### src/rtl/uart_tx_fifo.sv
// UART 8N1 transmitter fed by a synchronous byte FIFO.
// A byte written into an empty FIFO while idle starts its start bit on the
// following edge; frames run back to back while the FIFO has data.
module uart_tx_fifo #(
  parameter int unsigned CLKS_PER_BIT = 139,
  parameter int unsigned FIFO_DEPTH   = 16
) (
  input  logic       i_clk,
  input  logic       i_reset,
  input  logic [7:0] i_write_data,
  input  logic       i_write_enable,
  output logic       o_tx,
  output logic       o_full,
  output logic       o_empty,
  output logic       o_busy,
  output logic       o_overflow
);

  localparam int unsigned PTR_W  = $clog2(FIFO_DEPTH);
  localparam int unsigned CNT_W  = PTR_W + 1;
  localparam int unsigned BAUD_W = $clog2(CLKS_PER_BIT);

  typedef enum logic [1:0] {IDLE, START, DATA, STOP} state_t;

  state_t            r_state, w_state_next;
  logic [BAUD_W-1:0] r_baud, w_baud_next;
  logic [2:0]        r_bit, w_bit_next;
  logic [7:0]        r_shift, w_shift_next;
  logic [7:0]        r_mem [FIFO_DEPTH];
  logic [PTR_W-1:0]  r_wr_ptr, r_rd_ptr;
  logic [CNT_W-1:0]  r_count, w_count_next;
  logic              r_tx, r_full, r_empty, r_busy, r_overflow;
  logic              w_push, w_pop, w_tx_next, w_bit_done;

  // A write is accepted only when the FIFO was not full after the last edge,
  // so a pop on the same edge never rescues a write into a full FIFO.
  assign w_push     = i_write_enable && !r_full;
  assign w_bit_done = (r_baud == BAUD_W'(CLKS_PER_BIT - 1));

  // Next-state, datapath and next-output logic for the transmitter.
  always_comb begin
    w_state_next = r_state;
    w_baud_next  = r_baud;
    w_bit_next   = r_bit;
    w_shift_next = r_shift;
    w_pop        = 1'b0;
    w_count_next = r_count;
    w_tx_next    = 1'b1;

    unique case (r_state)
      IDLE: begin
        if (!r_empty) begin
          w_state_next = START;
          w_pop        = 1'b1;
          w_shift_next = r_mem[r_rd_ptr];
          w_baud_next  = '0;
          w_bit_next   = '0;
        end
      end
      START: begin
        if (w_bit_done) begin
          w_state_next = DATA;
          w_baud_next  = '0;
        end else begin
          w_baud_next = r_baud + BAUD_W'(1);
        end
      end
      DATA: begin
        if (w_bit_done) begin
          w_baud_next  = '0;
          w_shift_next = r_shift >> 1;
          if (r_bit == 3'd7) begin
            w_state_next = STOP;
          end else begin
            w_bit_next = r_bit + 3'd1;
          end
        end else begin
          w_baud_next = r_baud + BAUD_W'(1);
        end
      end
      STOP: begin
        if (w_bit_done) begin
          w_baud_next = '0;
          if (!r_empty) begin
            w_state_next = START;
            w_pop        = 1'b1;
            w_shift_next = r_mem[r_rd_ptr];
            w_bit_next   = '0;
          end else begin
            w_state_next = IDLE;
          end
        end else begin
          w_baud_next = r_baud + BAUD_W'(1);
        end
      end
      default: w_state_next = IDLE;
    endcase

    unique case ({w_push, w_pop})
      2'b10:   w_count_next = r_count + CNT_W'(1);
      2'b01:   w_count_next = r_count - CNT_W'(1);
      default: w_count_next = r_count;
    endcase

    unique case (w_state_next)
      START:   w_tx_next = 1'b0;
      DATA:    w_tx_next = w_shift_next[0];
      default: w_tx_next = 1'b1;
    endcase
  end

  // State, pointers, occupancy and registered status outputs.
  always_ff @(posedge i_clk) begin
    if (i_reset) begin
      r_state    <= IDLE;
      r_baud     <= '0;
      r_bit      <= '0;
      r_shift    <= '0;
      r_wr_ptr   <= '0;
      r_rd_ptr   <= '0;
      r_count    <= '0;
      r_tx       <= 1'b1;
      r_full     <= 1'b0;
      r_empty    <= 1'b1;
      r_busy     <= 1'b0;
      r_overflow <= 1'b0;
    end else begin
      r_state <= w_state_next;
      r_baud  <= w_baud_next;
      r_bit   <= w_bit_next;
      r_shift <= w_shift_next;
      r_count <= w_count_next;
      r_tx    <= w_tx_next;
      r_full  <= (w_count_next == CNT_W'(FIFO_DEPTH));
      r_empty <= (w_count_next == '0);
      r_busy  <= (w_state_next != IDLE) || (w_count_next != '0);
      if (w_push) r_wr_ptr <= r_wr_ptr + PTR_W'(1);
      if (w_pop)  r_rd_ptr <= r_rd_ptr + PTR_W'(1);
      if (i_write_enable && r_full) r_overflow <= 1'b1;
    end
  end

  // FIFO storage; contents need no reset because the pointers define validity.
  always_ff @(posedge i_clk) begin
    if (!i_reset && w_push) r_mem[r_wr_ptr] <= i_write_data;
  end

  assign o_tx       = r_tx;
  assign o_full     = r_full;
  assign o_empty    = r_empty;
  assign o_busy     = r_busy;
  assign o_overflow = r_overflow;

endmodule

### config.mk
export PLATFORM = sky130hd
export DESIGN_NAME = uart_tx_fifo
export DESIGN_NICKNAME = d
export VERILOG_FILES = /design/src/rtl/uart_tx_fifo.sv
export SDC_FILE = /design/constraint.sdc
export NUM_CORES = 1
export LEC_CHECK = 0
export ABC_AREA = 1
export BUFFER_PORTS_ARGS = -buffer_cell sky130_fd_sc_hd__buf_4
export CAP_MARGIN = 0
export CELL_PAD_IN_SITES_DETAIL_PLACEMENT = 1
export CELL_PAD_IN_SITES_GLOBAL_PLACEMENT = 1
export CORE_ASPECT_RATIO = 1.2
export CORE_MARGIN = 4
export CORE_UTILIZATION = 49
export DETAILED_ROUTE_END_ITERATION = 7
export GPL_TIMING_DRIVEN = 0
export PLACE_DENSITY = 0.76
export RECOVER_POWER = 100
export SLEW_MARGIN = 20
export SYNTH_ARGS = -nofsm -noshare
export SYNTH_HDL_FRONTEND = slang
export SYNTH_SLANG_ARGS = --single-unit
### constraint.sdc
create_clock -name i_clk -period 3 [get_ports i_clk]
set_input_delay 0.3 -clock i_clk [delete_from_list [all_inputs] [get_ports i_clk]]
set_output_delay 0.3 -clock i_clk [all_outputs]
set_load 0.05 [all_outputs]
Word level (Yosys, flattened, before mapping). Memory sizes are Yosys's and may differ from the RTL's. A register that Yosys moved wholly into a read port is not among the register bits. Cells that the tools add are included.

Flip-flop bits (word level): 39. RAM bits: 128. Input port bits: 11. Output and inout bits: 5. Word-level logic and storage cells: 76. Memories: 1.

Add/subtract/negate cells: 6. Equal/unequal tests: 14. Multiplexer cells: 28. Reductions and logical operators: 14.

Memories: r_mem (words 16, width 8, read ports 1, clocked after Yosys merged registers in 1, wr ports 1, line 29) `logic [7:0] r_mem [FIFO_DEPTH];`.

Operator list (number): $mux W8 (5); $pmux W8 S3 (1); $pmux W8 S2 (1); $mux W3 (4); $mux W2 (5); $pmux W5 S2 (1); $pmux W3 S3 (1); $add A4 B1 Y4 const B (2); $add A8 B1 Y8 const B (1); $eq A2 B2 Y1 const B (4); $eq A8 B8 Y1 const B (1); $mux W4 (2); $ne A2 B2 Y1 const B (4); $pmux W2 S4 (1); $eq A2 B1 Y1 const B (3); $add A5 B1 Y5 const B (1); $eq A5 B5 Y1 const B (1); $logic_not A5 Y1 (1); $mux W1 (5); $reduce_bool A5 Y1 (1); $sub A5 B1 Y5 const B (1); $pmux W1 S2 (2); $reduce_and A4 Y1 (1); $add A3 B1 Y3 const B (1); other kinds (9) (12).

Logic depth before layout (Yosys ltp). Gate-level depths: netlist (run 1).

Depth after elaboration: 7. Gate-level depth with buffers: 20. Depth with buffers taken out: 20.

Worst setup path after synthesis (run 1). No wires, ideal clock.

Path type: register to register. Start: register r_empty (netlist: o_empty). End: register r_busy (netlist: o_busy). Setup time: 114 ps. Data arrival time: 2510 ps. Required time: 2886 ps. Setup slack: 377 ps. Cell stages (with the launch flop): 17. Path buffers: 0. Clock period less this slack: 2623 ps. Path through: dfxtp_1 > clkinv_1 > nand2_2 > nor2_4 > ha_1 > xor2_1 > ha_1 > a21oi_1 > inv_1 > nand2_1 > o21ai_0 > nand3_1 > nand2_1 > nand2_1 > nand3_1 > nand2_1 > nand2_1.

Cells in the longest elaborated chain, start to end: 7. Elaborated cells between the ends (all ways): 13. Classes of those cells: eq/ne: 2; mux: 8; reduce/logical: 3.

RTL lines: start: declaration (line 32) `logic r_tx, r_full, r_empty, r_busy, r_overflow;`; start signal: assignment (line 135) `r_empty <= (w_count_next == '0);`; $mux W1 (line 52, 84); $mux W1 (line 82) `if (w_bit_done) begin`; $pmux W1 S2 (line 50) `unique case (r_state)`; $eq A2 B1 Y1 or $eq A2 B2 Y1 (tied branches) (line 99) `unique case ({w_push, w_pop})`; $pmux W5 S2 (line 99); $reduce_bool A5 Y1 (line 136) `r_busy <= (w_state_next != IDLE) || (w_count_next != '0);`; $logic_or A1 B1 Y1 (*) (line 136); end signal: assignment (line 136); end: declaration (line 32).

Mark *: on every way between the ends. The rest lies on a longest branch, timed or not. A chain may end at the register's enable or synchronous reset.

Final worst setup path (run 1).
Start: register r_baud[0]. End: register r_busy (netlist: o_busy).

Cells in the longest elaborated chain, start to end: 7. Elaborated cells between the ends (all ways): 13. Classes of those cells: eq/ne: 3; mux: 7; reduce/logical: 3.

RTL lines: start: declaration (line 26) `logic [BAUD_W-1:0] r_baud, w_baud_next;`; start signal: assignment (line 129) `r_baud <= w_baud_next;`; $eq A8 B8 Y1 (*) (line 38) `assign w_bit_done = (r_baud == BAUD_W'(CLKS_PER_BIT - 1));`; $mux W1 (line 82); $pmux W1 S2 (line 50); $eq A2 B1 Y1 or $eq A2 B2 Y1 (tied branches) (line 99); $pmux W5 S2 (line 99); $reduce_bool A5 Y1 (line 136); $logic_or A1 B1 Y1 (*) (line 136).

Marked as above.

==> results of run 1 <==
stage by stage:
| step | hold WS [ps] | worst slack, ps | instances |
|---|---|---|---|
| 3_5_place_dp | 463 | -238 | 999 |
| 5_1_grt | 109 | -17.8 | 1034 |
| 2_1_floorplan | 399 | 377 | 781 |
| 3_3_place_gp | 454 | -28.0 | 999 |
| 6_report | 109 | 247 | 1034 |
| 4_1_cts | 91.5 | 21.2 | 1031 |
flip-flops by register name, summed over array words and instances (netlist names), named ones only:
register,flops
r_count,5
o_overflow,1
r_rd_ptr,4
r_shift,8
o_tx,1
o_empty,1
r_state,2
o_full,1
r_wr_ptr,4
r_bit,3
o_busy,1
r_baud,8
r_mem,128
cells in the mapped netlist:
cell type	n	area share, %
a211oi_1	1	0.099
or2_2	1	0.083
o211ai_1	12	1.2
nor3b_4	1	0.25
nor2_1	80	4.0
nor3_1	6	0.40
nand2_2	2	0.17
nand2_4	1	0.15
dfxtp_1	43	11
nand4_1	6	0.50
ha_1	17	2.8
o21ai_2	2	0.23
o211a_1	1	0.13
buf_1	2	0.099
nor3_2	1	0.13
nand3_2	1	0.13
clkbuf_1	16	0.79
nand3b_1	1	0.099
nor2_4	2	0.30
o21ai_1	1	0.066
inv_1	78	3.9
nand2_1	196	9.7
nand3_1	87	5.8
and3_1	3	0.25
o21a_1	4	0.40
buf_2	11	0.73
o21ai_0	36	2.4
xor2_1	4	0.46
xnor2_1	1	0.12
inv_2	3	0.15
a221oi_1	2	0.23
mux2i_1	1	0.13
clkinv_1	2	0.099
a21oi_1	28	1.9
edfxtp_1	128	51
cell type report:
| cell class | count | area [um2] |
|---|---|---|
| repair buffers | 18 | 86.3 |
| clock inverters | 13 | 191 |
| plain buffers | 29 | 120 |
| well taps | 204 | 255 |
| flip-flops and latches | 171 | 4710 |
| inverters | 83 | 312 |
| clock buffers | 18 | 429 |
| fillers | 1733 | 6530 |
| multi-input cells | 498 | 2450 |
worst max path at each step:
stage,startpoint,to,cells past startpoint
after detailed placement,r_baud[0],o_busy,19
after global placement,r_baud[0],o_busy,19
final,r_baud[0],o_busy,19
after floorplan,o_empty,o_busy,16
after global routing,r_baud[0],o_busy,19
after CTS,r_baud[0],o_busy,19
repair_timing:
action                                  4_1_cts  5_1_grt
buffers inserted                              1        3
endpoints found under the setup margin        4        4
gates resized for setup                       4        9
pin swaps                                     1        6
power by group through the flow:
stage	sequential, W	clock [W]	combinational [W]
2_1_floorplan	0.00289	0	0.00141
3_3_place_gp	0.00285	0	0.00208
3_5_place_dp	0.00286	0	0.00218
4_1_cts	0.00281	0.00235	0.00224
5_1_grt	0.00283	0.00246	0.00249
6_report	0.00281	0.00233	0.00223
per-layer routing:
layer / track usage [%] / part of all wire [%] / vias to the layer above
met5: 0 / 0 / -
met1: 27.1 / 40 / 2772
met4: 11.6 / 3.0 / 0
met2: 44.7 / 54 / 122
li1: - / - / 2684
met3: 4.81 / 3.8 / 46
critical path: stages, from the launching register on:
cell and delay (ps):
dfxtp_2 330, inv_2 60, ha_1 150, nor3b_4 230, nand3_2 130, nand2_4 100, nand2_2 60, nor2_4 150
ha_4 180, xor2_2 160, ha_1 170, a21oi_1 60, inv_1 100, nand2_2 70, o21ai_2 200, nand4_1 120
nand2_1 120, nand3_2 110, nand2_2 100, nand2_1 50
logic make-up after synthesis:
family,count (synthesis),share of synthesized area [%]
multiplexers,1,0.132
flip-flops,171,62.2
XOR/XNOR,5,0.579
buffers and inverters,112,5.74
AND/OR/NAND/NOR,388,21.9
AO/OA/AOI/OAI,87,6.59
adder cells (fa/ha/maj),17,2.81
==> impl_metrics.ini, run 1 <==
[outcome]
status = completed

[synth]
yosys_warnings = 0
ys_ff_latch = 171
synthesis.nets = 809
syn_inst = 781
synthDistinctLibCells = 35
avgSynthCellArea_um2 = 9.68
yosysSeqAreaShare_pct = 62.2
synth_area_um2 = 7560

[pwr]
total_power_w = 0.00737
p_int_w = 0.00474
p_leak_nw = 3.33
power_frac_clock_pct = 31.6
seqPwrFrac_pct = 38.1
switching_share_pct = 35.7
switching_power_w = 0.00263
power_frac_comb_pct = 30.3
worst_ir_drop_vdd_mv = 0.535
p_per_area_nw_per_um2 = 863

[critical_path]
worst_r2r_endpoint = o_busy
reg2reg_slack_ps = 250
endpoint_kind = flip-flop
required_ps = 3320
worstSetupStartpointType = flip-flop
rr_startpoint = r_baud[0]
critical_path_class = flip-flop to flip-flop
arrival_ps = 3080
rr_worst_depth = 19
crit_fanout = 3

[cells_and_area]
num_antenna_cells = 0
syn_to_final_growth_pct = 13.1
fin_area_um2 = 8550
postLayoutCoreUtil_pct = 56.7
fin_nets = 846
layout_commonest_cell = nand2_1
final_cell_mix = nand2_1 (195), edfxtp_1 (128), nand3_1 (86)
layout-drive-gt1-share_pct = 7.59

[floorplan]
fp.dieH_um = 144
io_pins = 16
core_region_area_um2 = 15100
start_util_pct = 50.1
fp.dieW_um = 121
die_area_um2 = 17500
fp-row-count = 49

[placement]
dp_hpwl_um = 13900
numPortBuffers = 14
place_area_um2 = 7920
gp_congestion = 0.824

[grt]
overflow = 0
grt_usage_pct = 24.4
grt_pass1_wl_um = 31800
antenna_found_initial = 0
grt_pass1_vias = 6174
grt_max_degree = 17

[cts]
hold_buffers = 0
htreeDepth = 4
clock_sinks = 171
clk_path_buf_depth = 2
root_buffer = clkbuf_16
path_clk_slew_ps = 60
cts-buffers-inserted = 17
cts_tree = done
clock_latency_ps = 430

[detailed_routing]
drtPass1Iterations = 5
final_antenna_net_count = 0
drc = 0
viasPerCell = 5.44
drt_iter0_drc = 414
finalWirelength_um = 20100
avgRoutedWirePerCell_um = 19.5
dr_total_vias = 5624

[timing]
slew_headroom_pct = 31.9
finalSetupViolCount = 0
layout_min_cycle_time_ps = 2750
fmax_mhz = 363
hold_violations = 0
fin_setup_tns_ps = 0
slew_violations = 0
period_share_pct = 91.8
clock_skew_ps = 6.41
worst-slew-pin-transition_ps = 1020

[min_path]
min-delay-start = i_write_enable
hold_path_depth = 3
hold_class = input pin to flip-flop
hold_path_end = o_overflow

[job]
cap_violations = 0
(Power assumes the default switching activity.)
==> inputs of run 2 (changes only) <==
- CORE_UTILIZATION: 49 -> 30
- PLACE_DENSITY: 0.76 -> 0.5
- REMOVE_ABC_BUFFERS: unset -> 1
==> run 2 against run 1 <==
Effect of this change:
- non-clock buffer count down 24
- first-iteration DRC count shrank 51%
- hold slack better by 4.2 ps
- core utilization is 22 points lower
- sequential share of layout area fell by 0.39 points
- critical path depth unchanged
- register-to-register slack barely moved
- clock power down 4%
- setup slack better by 9.4 ps
- global-route usage decreased by 9.8 points
- via count is 4.7% lower
==> impl_metrics.ini, run 2 (same netlist as run 1, synthesis figures left out) <==
[cells_and_area]
fill_cells = 2879
layout-drive-gt1-share_pct = 6.82
num_antenna_cells = 0
regMostFlops = r_mem
fin_area_um2 = 8620
layout_commonest_cell = nand2_1
fin_nets = 822
largest_register_ff_count = 128
syn_to_final_growth_pct = 14.0
top_regs = r_mem (128), r_baud (8), r_shift (8)
final_cell_mix = nand2_1 (197), edfxtp_1 (128), nand3_1 (87)

[cts]
hold_buffers = 0
clock_latency_ps = 440
path_clk_slew_ps = 70
htreeDepth = 4
clock_sinks = 171
clk_path_buf_depth = 2
root_buffer = clkbuf_16
cts-buffers-inserted = 17
cts_tree = done

[floorplan]
fp-row-count = 63
start_util_pct = 30.5
fp.dieH_um = 182
die_area_um2 = 27800
fp.dieW_um = 153
core_region_area_um2 = 24800
io_pins = 16

[critical_path]
cp_common_cell = nand2_1
startpoint = r_baud[0]
critPathBufInv = 2
crit_end = o_busy
path_cells = inv_1, ha_1, nor3b_4, nand3_2, nand2_4, nand2_2, nor2_4, ha_4, xor2_2, ha_1, a21oi_1, inv_1, nand2_1, o21ai_1, nand4_1, nand2_1, nand3_1, nand2_1, nand2_1
required_ps = 3330
endpoint_kind = flip-flop
cp.depth = 19
rr_worst_depth = 19
cp_slowest_stage_delay_ps = 330
crit_fanout = 4
rr_startpoint = r_baud[0]
crit_family = simple AND/OR/NAND/NOR gates
worstSetupStartpointType = flip-flop
cpMaxStageDelayCell = dfxtp_1
worst_r2r_endpoint = o_busy
reg2reg_slack_ps = 260
arrival_ps = 3070
critical_path_class = flip-flop to flip-flop

[job]
cap_violations = 0

[pwr]
total_power_w = 0.00721
worst_ir_drop_vdd_mv = 0.385
p_leak_nw = 3.29
p_per_area_nw_per_um2 = 837

[detailed_routing]
viasPerCell = 4.73
finalWirelength_um = 19900
drtPass1Iterations = 4
dr_total_vias = 5359
drc = 0
drt_iter0_drc = 201
final_antenna_net_count = 0
avgRoutedWirePerCell_um = 17.6

[timing]
layout_min_cycle_time_ps = 2740
period_share_pct = 91.4
slew_violations = 0
fmax_mhz = 365
rsz0062_at_grt = no
clock_skew_ps = 11.5
hold_violations = 0
finalSetupViolCount = 0
worst-slew-pin-transition_ps = 942
slew_headroom_pct = 37.2

[min_path]
hold_path_depth = 3
hold_class = input pin to flip-flop

[grt]
grt_pass1_wl_um = 31300
globalRoute.busiestLayer = met2
grt_pass1_vias = 5714
grt_usage_pct = 14.6
met2_usage_pct = 26.6
grt_max_degree = 63
grtUsageMet3_pct = 2.34
overflow = 0
grt.met1_usage_pct = 17.5
antenna_found_initial = 0

[placement]
dp_hpwl_um = 13000
gp_congestion = 0.742
place_area_um2 = 8020
numPortBuffers = 15

[outcome]
status = completed
run 2: cell type report:
type | instances | area [um2] | area share [%]
clock buffers | 19 | 433 | 5.02
well taps | 325 | 407 | 4.72
clock inverters | 13 | 156 | 1.82
repair buffers | 23 | 160 | 1.86
flip-flops and latches | 171 | 4710 | 54.7
multi-input cells | 498 | 2430 | 28.3
inverters | 83 | 315 | 3.66
run 2: worst min-delay path by stage:
stage	startpoint	to	slack, ps
2_1_floorplan	i_reset	r_baud[1]	370
3_3_place_gp	r_baud[7]	r_baud[7]	450
3_5_place_dp	r_bit[2]	r_bit[2]	470
4_1_cts	i_write_enable	o_overflow	100
5_1_grt	i_write_enable	o_overflow	160
6_report	i_write_enable	o_overflow	110
run 2: per-stage QoR:
step                      instances  hold WS, ps  TNS (ps)  utilization, %  worst slack [ps]
after floorplan                 752          369         0               -               190
after global placement         1092          454    -15870            32.1             -1810
after detailed placement       1094          466      -385            32.4              -157
after CTS                      1126          102         0            34.8              31.1
after global routing           1132          159         0            34.8              18.2
final                          1132          114         0            34.8               257
run 2: worst reg2reg max path: stages, from the launching register on:
cell     delay [ps]
dfxtp_1         330
inv_1            90
ha_1            150
nor3b_4         230
nand3_2         140
nand2_4         120
nand2_2          60
nor2_4          170
ha_4            190
xor2_2          160
ha_1            160
a21oi_1          50
inv_1            90
nand2_1          80
o21ai_1         170
nand4_1         100
nand2_1         100
nand3_1          80
nand2_1         110
nand2_1          60
run 2: what timing repair did:
item | CTS | global route
endpoints found under the setup margin | 3 | 4
resized for setup | 4 | 1
pin swaps | 0 | 2
buffers inserted | 0 | 6
run 2: report_power, final:
group	internal (W)	switching [W]	total [W]
clock	0.00125	0.000977	0.00223
sequential	0.00270	0.000178	0.00287
combinational	0.000653	0.00146	0.00211
run 2: metal layers:
metal	up-vias	part of all wire, %
li1	2637	-
met1	2643	43
met2	60	52
met3	19	2.8
met4	0	1.6
met5	-	0
==> inputs of run 3 (changes only) <==
- PLACE_DENSITY: 0.5 -> 0.63
==> run 3 against run 2 <==
Effect of this change:
- die area stayed put
- critical endpoint unchanged
- sequential share of layout area down 0.056 points
- sequential power is essentially flat
- largest power group unchanged
- first-iteration DRC count decreased by 5.0%
- clock-buffer cell count down 1
- highest routed layer unchanged
- non-clock buffer count up 1
- core utilization hardly changed
- sequential cell count unchanged
- final cell count is essentially flat
==> impl_metrics.ini, run 3 (same netlist as run 1, synthesis figures left out) <==
[cells_and_area]
largest_register_ff_count = 128
layout-drive-gt1-share_pct = 7.43
num_antenna_cells = 0
top_regs = r_mem (128), r_baud (8), r_shift (8)
fill_cells = 2854
syn_to_final_growth_pct = 14.1
regMostFlops = r_mem
final_cell_mix = nand2_1 (197), edfxtp_1 (128), nand3_1 (87)
fin_nets = 823
layout_commonest_cell = nand2_1

[pwr]
total_power_w = 0.00709
switching_share_pct = 35.1
seqPwrFrac_pct = 40.4
p_leak_nw = 3.28
switching_power_w = 0.00249
power_frac_comb_pct = 29.1
power_frac_clock_pct = 30.5
p_per_area_nw_per_um2 = 822
worst_ir_drop_vdd_mv = 0.468
p_int_w = 0.00460

[critical_path]
required_ps = 3320
crit_fanout = 5
rr_startpoint = r_baud[0]
worstSetupStartpointType = flip-flop
startpoint = r_baud[0]
critical_path_class = flip-flop to flip-flop
arrival_ps = 2990
endpoint_kind = flip-flop

[min_path]
min-delay-start = i_write_enable
hold_class = input pin to flip-flop

[timing]
period_share_pct = 89.1
hold_ws_ps = 111
slew_headroom_pct = 28.5
hold_violations = 0
finalSetupViolCount = 0
layout_min_cycle_time_ps = 2670
fmax_mhz = 374
worst-slew-pin-transition_ps = 1070
slew_violations = 0
clock_skew_ps = 11.1

[cts]
clock_latency_ps = 420
clk_path_buf_depth = 2
clock_sinks = 171
htreeDepth = 4
path_clk_slew_ps = 70
root_buffer = clkbuf_16
cts-buffers-inserted = 17
cts_tree = done

[detailed_routing]
drt_iter0_drc = 191
dr_total_vias = 5321
avgRoutedWirePerCell_um = 16.5
drc = 0
finalWirelength_um = 18600
drtPass1Iterations = 5
final_antenna_net_count = 0
viasPerCell = 4.70

[floorplan]
io_pins = 16
fp-row-count = 63
die_area_um2 = 27800
fp.dieW_um = 153
fp.dieH_um = 182
core_region_area_um2 = 24800
start_util_pct = 30.5

[grt]
grt_max_degree = 66
grt_pass1_vias = 5571
antenna_found_initial = 0
overflow = 0
grt_pass1_wl_um = 30200
grt_usage_pct = 13.9

[placement]
numPortBuffers = 15
dp_hpwl_um = 11700
gp_congestion = 0.735

[job]
cap_violations = 0

[outcome]
status = completed
==> run 3: changes by cell type in the layout (fill, tap and decap cells not counted), sizes merged <==
cell	change
clkinvlp	+3
clkbuf	-4
buf	+4
inv	-4
clkinv	+2
==> run 3: path summary, 6_finish.rpt <==
path                              endpoint  slack (ps)  cells past startpoint
worst max-delay path                o_busy         330                     19
worst min-delay path            o_overflow         110                      3
worst max register to register      o_busy         330                     19
worst min register to register   r_baud[7]         470                      2
==> run 3: per-layer routing <==
metal  track usage (%)  vias up  part of all wire [%]  wire length [um]
li1                  -     2632                     -                 -
met1              16.8     2607                    44              8280
met2              24.9       62                    52              9660
met3              2.67       20                   2.5               464
met4              4.42        0                   1.3               249
met5                 0        -                     0                 0
==> run 3: timing repair <==
item	4_1_cts	5_1_grt
hold buffers	0	0
endpoints found under the setup margin	3	4
cloned	0	0
setup buffers	0	7
gates resized for setup	2	4
pin swaps	0	2
==> run 3: metrics by stage <==
step | worst slack, ps | instances | instance area (um2) | setup TNS [ps] | util [%]
detailed placement | -54.8 | 1094 | 8020 | -79.1 | 32.4
CTS | 34.6 | 1126 | 8600 | 0 | 34.7
floorplan | 190 | 752 | 7440 | 0 | -
global placement | -1700 | 1092 | 7960 | -14910 | 32.1
global route | -15.4 | 1133 | 8620 | -15.4 | 34.8
finish | 327 | 1133 | 8620 | 0 | 34.8
==> run 3: power groups by stage <==
stage,Sequential [W],Combinational (W),Clock (W)
after global placement,0.00306,0.00181,0
after global routing,0.00289,0.00236,0.00231
after floorplan,0.00300,0.00123,0
final,0.00286,0.00206,0.00216
after detailed placement,0.00291,0.00204,0
after CTS,0.00286,0.00205,0.00221
==> run 3: final cells by class <==
class,count,area (um2),share of cell area (%)
sequential,171,4710,54.6
multi-input combinational,498,2440,28.3
clock buffer,18,429,4.98
tap,325,407,4.71
inverter,83,318,3.68
timing repair buffer,24,171,1.99
clock inverter,14,146,1.70
==> run 3: critical path: stages (launching register included) <==
cell	delay [ps]
dfxtp_1	330
inv_1	90
ha_1	150
nor3b_4	230
nand3_2	130
nand2_4	120
nand2_2	60
nor2_4	130
ha_4	180
xor2_2	150
ha_1	170
a21oi_1	50
inv_1	90
nand2_1	70
o21ai_1	160
nand4_1	100
nand2_1	100
nand3_1	80
nand2_1	100
nand2_1	60
